--- src/rtl/axi4lite_peripheral__spi_controller.sv ---
// AXI4-lite slave that turns each access into one mode-0 SPI frame.
// Optional: SPI_CONTROLLER_WRITE_VERIFY_EN reads back each write, bresp=match.
module axi4lite_peripheral__spi_controller #(
  parameter int ADDRESS_WIDTH = 4,
  parameter int DATA_WIDTH = 32,
  parameter int CLOCK_DIVIDE = 2
) (
  input  logic clock,
  input  logic reset,
  input  logic [ADDRESS_WIDTH-1:0] awaddr,
  input  logic awvalid,
  output logic awready,
  input  logic [DATA_WIDTH-1:0] wdata,
  input  logic wvalid,
  output logic wready,
  output logic bresp,
  output logic bvalid,
  input  logic bready,
  input  logic [ADDRESS_WIDTH-1:0] araddr,
  input  logic arvalid,
  output logic arready,
  output logic [DATA_WIDTH-1:0] rdata,
  output logic rvalid,
  input  logic rready,
  output logic sclk,
  output logic mosi,
  input  logic miso,
  output logic cs_n
);
  localparam int N = 1 + ADDRESS_WIDTH + DATA_WIDTH;
  localparam int CW = $clog2(CLOCK_DIVIDE + 1);
  localparam int BW = $clog2(N);

  typedef enum logic [2:0] {
    IDLE, LOW, HIGH, HOLD, GAP, RESP
  } state_t;

  state_t state_q, state_d;
  logic [CW-1:0] cnt_q;
  logic [BW-1:0] bit_q;
  logic [N-1:0] shreg_q, shreg_d;
  logic [DATA_WIDTH-1:0] rx_q, wdata_q;
  logic [ADDRESS_WIDTH-1:0] awaddr_q, araddr_q;
  logic aw_held, w_held, ar_held, is_wr_q;
  logic aw_hs, w_hs, ar_hs, b_hs, r_hs;
  logic last, start_wr, start_rd, start_vfy;
  logic sample, shift, finish, wr_ok;
`ifdef SPI_CONTROLLER_WRITE_VERIFY_EN
  logic vfy_q;
`endif

  assign aw_hs = awvalid & awready;
  assign w_hs = wvalid & wready;
  assign ar_hs = arvalid & arready;
  assign b_hs = bvalid & bready;
  assign r_hs = rvalid & rready;
  assign last = (cnt_q == CW'(CLOCK_DIVIDE - 1));

`ifdef SPI_CONTROLLER_WRITE_VERIFY_EN
  assign wr_ok = (rx_q == wdata_q);
`else
  assign wr_ok = 1'b1;
`endif

  // Frame sequencer: next state and per-cycle strobes.
  always_comb begin
    state_d = state_q;
    start_wr = 1'b0;
    start_rd = 1'b0;
    start_vfy = 1'b0;
    sample = 1'b0;
    shift = 1'b0;
    finish = 1'b0;
    unique case (state_q)
      IDLE: begin
        if (!bvalid && !rvalid) begin
          if (aw_held && w_held) begin
            start_wr = 1'b1;
            state_d = LOW;
          end else if (ar_held) begin
            start_rd = 1'b1;
            state_d = LOW;
          end
        end
      end
      LOW: if (last) state_d = HIGH;
      HIGH: begin
        sample = (cnt_q == '0);
        if (last) begin
          if (bit_q == BW'(N - 1)) begin
            state_d = HOLD;
          end else begin
            shift = 1'b1;
            state_d = LOW;
          end
        end
      end
      HOLD: if (last) state_d = GAP;
      GAP: begin
        if (last) begin
`ifdef SPI_CONTROLLER_WRITE_VERIFY_EN
          if (is_wr_q && !vfy_q) begin
            start_vfy = 1'b1;
            state_d = LOW;
          end else begin
            finish = 1'b1;
            state_d = RESP;
          end
`else
          finish = 1'b1;
          state_d = RESP;
`endif
        end
      end
      RESP: if (b_hs || r_hs) state_d = IDLE;
      default: state_d = IDLE;
    endcase
  end

  // Shift register load and advance.
  always_comb begin
    shreg_d = shreg_q;
    if (start_wr)
      shreg_d = {1'b1, awaddr_q, wdata_q};
    else if (start_rd)
      shreg_d = {1'b0, araddr_q, {DATA_WIDTH{1'b0}}};
    else if (start_vfy)
      shreg_d = {1'b0, awaddr_q, {DATA_WIDTH{1'b0}}};
    else if (shift)
      shreg_d = {shreg_q[N-2:0], 1'b0};
  end

  // State register with per-state cycle counter.
  always_ff @(posedge clock) begin
    if (reset) begin
      state_q <= IDLE;
      cnt_q <= '0;
    end else begin
      state_q <= state_d;
      cnt_q <= (state_d != state_q) ? '0 : cnt_q + 1'b1;
    end
  end

  // SPI datapath and registered pin drivers.
  always_ff @(posedge clock) begin
    if (reset) begin
      shreg_q <= '0;
      bit_q <= '0;
      rx_q <= '0;
      is_wr_q <= 1'b0;
      sclk <= 1'b0;
      cs_n <= 1'b1;
      mosi <= 1'b0;
    end else begin
      shreg_q <= shreg_d;
      if (start_wr || start_rd || start_vfy) bit_q <= '0;
      else if (shift) bit_q <= bit_q + 1'b1;
      if (start_wr) is_wr_q <= 1'b1;
      else if (start_rd) is_wr_q <= 1'b0;
      if (sample) rx_q <= {rx_q[DATA_WIDTH-2:0], miso};
      sclk <= (state_d == HIGH);
      cs_n <= !(state_d == LOW || state_d == HIGH ||
                state_d == HOLD);
      mosi <= (state_d == LOW || state_d == HIGH) &&
              shreg_d[N-1];
    end
  end

`ifdef SPI_CONTROLLER_WRITE_VERIFY_EN
  // Marks the read-back frame that follows a write.
  always_ff @(posedge clock) begin
    if (reset) vfy_q <= 1'b0;
    else if (start_wr || start_rd) vfy_q <= 1'b0;
    else if (start_vfy) vfy_q <= 1'b1;
  end
`endif

  // AXI channel capture, readies and responses.
  always_ff @(posedge clock) begin
    if (reset) begin
      awaddr_q <= '0;
      wdata_q <= '0;
      araddr_q <= '0;
      aw_held <= 1'b0;
      w_held <= 1'b0;
      ar_held <= 1'b0;
      awready <= 1'b0;
      wready <= 1'b0;
      arready <= 1'b0;
      bvalid <= 1'b0;
      bresp <= 1'b0;
      rvalid <= 1'b0;
      rdata <= '0;
    end else begin
      if (aw_hs) awaddr_q <= awaddr;
      if (w_hs) wdata_q <= wdata;
      if (ar_hs) araddr_q <= araddr;
      aw_held <= (aw_held | aw_hs) & ~b_hs;
      w_held <= (w_held | w_hs) & ~b_hs;
      ar_held <= (ar_held | ar_hs) & ~r_hs;
      awready <= ~((aw_held | aw_hs) & ~b_hs);
      wready <= ~((w_held | w_hs) & ~b_hs);
      arready <= ~((ar_held | ar_hs) & ~r_hs);
      if (finish && is_wr_q) begin
        bvalid <= 1'b1;
        bresp <= wr_ok;
      end else if (b_hs) begin
        bvalid <= 1'b0;
        bresp <= 1'b0;
      end
      if (finish && !is_wr_q) begin
        rvalid <= 1'b1;
        rdata <= rx_q;
      end else if (r_hs) begin
        rvalid <= 1'b0;
      end
    end
  end

endmodule

--- config.mk ---
export PLATFORM = sky130hd
export DESIGN_NAME = axi4lite_peripheral__spi_controller
export DESIGN_NICKNAME = d
export VERILOG_FILES = /design/src/rtl/axi4lite_peripheral__spi_controller.sv
export SDC_FILE = /design/constraint.sdc
export NUM_CORES = 1
export LEC_CHECK = 0
export CAP_MARGIN = 20
export CORE_MARGIN = 5
export CORE_UTILIZATION = 50
export CTS_CLUSTER_DIAMETER = 100
export CTS_CLUSTER_SIZE = 30
export DETAILED_ROUTE_END_ITERATION = 8
export GPL_ROUTABILITY_DRIVEN = 0
export MAX_ROUTING_LAYER = met4
export PLACE_DENSITY = 0.74
export SYNTH_ARGS = -nofsm -noshare
export SYNTH_HDL_FRONTEND = slang
export SYNTH_SLANG_ARGS = --single-unit
--- constraint.sdc ---
create_clock -name clock -period 2.4 [get_ports clock]
set_input_delay 0.72 -clock clock [delete_from_list [all_inputs] [get_ports clock]]
set_output_delay 0.72 -clock clock [all_outputs]
set_load 0.02 [all_outputs]
**Word-level counts from Yosys, hierarchy flattened**

Cells that the tools add are included.

- Add/subtract/negate cells: 2
- Eq/ne operators: 11
- Muxes and demuxes: 32
- Bitwise operators: 16
- Reduce and logical (&&, ||, !) cells: 21

Operators with widths:

| cell | number |
|---|---|
| two-way mux 37 bit | 3 |
| two-way mux 3 bit | 8 |
| two-way mux 1 bit | 19 |
| case mux 3 bit (6 select lines) | 1 |
| == test 3 x 2 -> 1 bit, second input constant | 4 |
| bitwise AND 1 bit | 8 |
| adder 6 x 1 -> 6 bit, second input constant | 1 |
| == test 3 x 1 -> 1 bit, second input constant | 2 |
| == test 3 bit, second input constant | 2 |
| == test 6 bit, second input constant | 1 |
| nonzero test 2 bit | 3 |
| logical AND 1 bit | 5 |
| NOT 1 bit | 5 |
| zero test 1 bit | 4 |
| logical OR 1 bit | 4 |
| OR reduction 2 bit | 2 |
| zero test 3 bit | 1 |
| != test 3 bit | 1 |
| bitwise OR 1 bit | 3 |
| nonzero test 3 bit | 1 |
| adder 2 x 1 -> 2 bit, second input constant | 1 |
| == test 2 x 1 -> 1 bit, second input constant | 1 |
| zero test 2 bit | 1 |
| two-way mux 2 bit | 1 |

- Bits in registers: 164
- Input port bits: 48
- Output and inout port bits: 41
- Logic and storage cells: 104

**Depth between registers and ports, before layout**

- Word-level depth: 8
- Mapped depth: 9
- Gate-level depth less buffers: 7

**Worst setup path before layout**

Ideal clock, no wire load.

- Kind: register -> register
- From: register bvalid
- To: register shreg_q[22]
- Setup time: 132 ps
- Arrival: 1969 ps
- Data required time: 2268 ps
- Setup slack: 299 ps
- Stages on the path, launching flop included: 7
- Buffers on the path: 1
- Period minus slack after synthesis: 2101 ps
- Cells stage by stage: dfxtp_1 -> or4_4 -> nor2_1 -> o21ai_2 -> buf_4 -> a221oi_1 -> nor3_1

- Longest elaborated chain between the ends: 6

RTL lines:

| element | line | RTL |
|---|---|---|
| from (decl) | 17 | `output logic bvalid,` |
| from (signal assigned) | 190 | `bvalid <= 1'b0;` |
| from (signal assigned) | 205 | `bvalid <= 1'b1;` |
| from (signal assigned) | 208 | `bvalid <= 1'b0;` |
| zero test 1 bit (*) | 76 | `if (!bvalid && !rvalid) begin` |
| logical AND 1 bit (*) | 76 |  |
| two-way mux 1 bit | 76 |  |
| two-way mux 1 bit | 74 | `unique case (state_q)` |
| two-way mux 37 bit | 125 | `else if (start_rd)` |
| two-way mux 37 bit | 123 | `if (start_wr)` |
| to (signal assigned) | 155 | `shreg_q <= shreg_d;` |
| to (decl) | 41 | `logic [N-1:0] shreg_q, shreg_d;` |

Every way passes the cells marked *; elsewhere a longest branch is shown, timed or not.
A chain may end at the register's enable or synchronous reset.

**Final worst setup path**

- From: register bvalid
- To: output port bvalid

No word-level cell between the ends.

==> impl_metrics.env <==
export IMPL_status="complete, no violations"
export IMPL_layout_nets=880
export IMPL_grt_overflow=0
export IMPL_dieHeight_um=122
export IMPL_drtAntennaViolNets=0
export IMPL_r2r_setup_slack_ns=0.19
export IMPL_crit_path_cell_trace="buf_4 -> clkdlybuf4s50_1"
export IMPL_finalHoldViolCount=0
export IMPL_maxCapViolCount=0
export IMPL_synth_most_common_cell="nand2_1"
export IMPL_ys_async_sr_fraction=0
export IMPL_die_area_sq_um=14800
export IMPL_vias_per_cell=5.41
export IMPL_clk_latency_ns=0.42
export IMPL_drt_first_pass_iters=7
export IMPL_cp_slowest_stage_delay_ns=0.61
export IMPL_design_area_sq_um=7940
export IMPL_p_leak_uw=0.00276
export IMPL_ys_seq_area_frac=0.528
export IMPL_tightest_slew_ns=0.580
export IMPL_min_to="rdata[28]"
export IMPL_cts_buffers=17
export IMPL_slew_headroom=0.613
export IMPL_rows=40
export IMPL_multi_input_area_sq_um=2690
export IMPL_critPathBufInv=2
export IMPL_cts_sinks=164
export IMPL_synth_top_area_share=0.528
export IMPL_root_buffer="clkbuf_16"
export IMPL_io_buffers=88
export IMPL_post_cts_setup_buffers=0
export IMPL_crit_arrival_ns=1.51
export IMPL_grt_max_degree=79
export IMPL_critPathMaxFanout=8
export IMPL_rsz0062_at_grt="false"
export IMPL_synth_area_leaders="dfxtp_1 53%, nand2_1 13%, a21oi_1 9.5%"
export IMPL_reg2reg_to="shreg_q[33]"
export IMPL_start_util=0.513
export IMPL_placed_area_sq_um=7300
export IMPL_cts_resized=0
export IMPL_r2r_cells=7
export IMPL_clk_path_buf_depth=2
export IMPL_synth_avg_cell_area_sq_um=8.24
export IMPL_antenna_found_initial=0
export IMPL_critPathLaunchType="flip-flop"
export IMPL_finalSetupViolCount=0
export IMPL_required_ns=1.68
export IMPL_drive_gt1_frac=0.0868
export IMPL_grt_pass1_vias=5249
export IMPL_stdcell_count=1009
export IMPL_synth_common_cells="219 x nand2_1, 164 x dfxtp_1, 118 x a21oi_1"
export IMPL_vdd_drop_max_v=0.000552
export IMPL_synth_largest_area_cell="dfxtp_1"
export IMPL_boundaryPins=89
export IMPL_crit_cells=2
export IMPL_grt_pass1_wl_um=23900
export IMPL_fin_skew_ns=0.00553
export IMPL_period_needed_ns=2.23
export IMPL_tns_ns=0
export IMPL_antenna_cells=0
export IMPL_p_per_area_nw_per_um2=811
export IMPL_yosys_warnings=0
export IMPL_regToRegStartpoint="cnt_q[0]"
export IMPL_clk_pin_slew_ns=0.06
export IMPL_dp_hpwl_um=9070
export IMPL_cts_htree_levels=4
export IMPL_hp_class="flip-flop to flip-flop"
export IMPL_critPathKind="flip-flop to output pin"
export IMPL_cts_tree="yes"
export IMPL_synth_edf_count=0
export IMPL_cp_top_family="buffers and inverters"
export IMPL_die_w_um=122
export IMPL_wl_um=14400
export IMPL_dp_cells=977
export IMPL_synth_area_sq_um=6220
export IMPL_synth_ff_type="dfxtp_1"
export IMPL_register_area_sq_um=3280
export IMPL_syn_num_nets=807
export IMPL_remaining_drc_errors=0
export IMPL_fmax_ghz=0.448
export IMPL_area_growth_pct=27.7
export IMPL_grt_total_usage=0.203
export IMPL_fp_coreArea_sq_um=12100
export IMPL_drv_slew=0
export IMPL_wl_per_cell_um=14.3
export IMPL_cp_slowest_cell="clkdlybuf4s50_1"
export IMPL_fin_crit_sh=0.931
export IMPL_ys_ff_latch=164
export IMPL_vias=5462
export IMPL_min_from="rdata[28]"
export IMPL_cp_end_kind="output pin"
export IMPL_ctsHoldBuffers=0
export IMPL_syn_inst=755
export IMPL_fill_cells=1025
export IMPL_synthDistinctLibCells=47
export IMPL_hold_depth=2
export IMPL_drtIter0Drc=446
## sequential cells by signal, summed over array words and instances, names as in the netlist, 2 cells and up
name,flops
rx_q,32
araddr_q,4
shreg_q,37
cnt_q,2
awaddr_q,4
bit_q,6
rdata,32
wdata_q,32
state_q,3
## area by class of cell
cell class / count / share of cell area
sequential: 164 / 0.414
multi-input combinational: 528 / 0.338
timing repair buffer: 111 / 0.139
clock buffer: 24 / 0.0619
tap: 168 / 0.0265
clock inverter: 8 / 0.0184
inverter: 6 / 0.00284
## stage by stage
stage,worst slack [ns],hold slack [ns],total power [uW],utilization
global placement,0.0550,0.443,3590,0.603
global route,0.0544,0.472,6690,0.656
detailed placement,0.0430,0.447,3610,0.603
CTS,0.0159,0.455,6480,0.656
finish,0.167,0.455,6440,0.656
floorplan,0.299,0.430,3370,-
## per-layer routing
layer  global-route usage  part of all wire  up-vias
met3               0.0611             0.048       17
met1                0.246              0.45     2576
met4               0.0574             0.012        0
met2                0.331              0.49      150
li1                     -                 -     2719
met5                    -                 0        -
## report_power, final
group	total [uW]	leakage [uW]	switching, uW	internal (uW)
registers	2920	0.00133	82.8	2840
logic	635	0.00112	348	288
clock network	2880	0.000310	1030	1850
## logic make-up (layout without fill, tap and decap cells)
family	Yosys count	count (layout)	share of synthesized area
muxes	1	1	0.00161
adders and majority gates	4	4	0.00805
buffers and inverters	63	149	0.0433
DFF	164	164	0.528
AOI/OAI and AO/OA	168	168	0.173
and+or+nand+nor	349	349	0.237
xor gates and xnor gates	6	6	0.00845
## worst max-delay path by stage
| stage | to | from | slack, ns |
|---|---|---|---|
| 2_1_floorplan | shreg_q[22] | bvalid | 0.30 |
| 4_1_cts | rvalid | rvalid | 0.02 |
| 3_5_place_dp | mosi | rready | 0.04 |
| 6_report | bvalid | bvalid | 0.17 |
| 5_1_grt | mosi | cnt_q[0] | 0.05 |
| 3_3_place_gp | mosi | rready | 0.05 |
## cells in the final DEF, fill, tap and decap left out, types with 3 or more instances in the layout
master	n
a222oi_1	4
buf_12	4
clkdlybuf4s50_1	87
inv_1	6
ha_1	4
nand2_1	219
dfxtp_1	163
xor2_1	4
clkbuf_8	4
nand3_1	12
clkbuf_16	17
a221oi_1	23
nand4_1	3
clkbuf_1	3
a21oi_1	118
nand2b_1	4
a221oi_2	8
or3_1	3
bufinv_16	4
buf_4	20
nor2b_1	4
nor2_1	49
nor3_1	40
## tightest hold or removal path: cells and delay by family, from the launching register on
family	cells	cell delay [ns]
compound gates	1	0.05
simple gates	1	0.05
flops	1	0.31
Note: power is estimated with default switching activity, not from simulation.
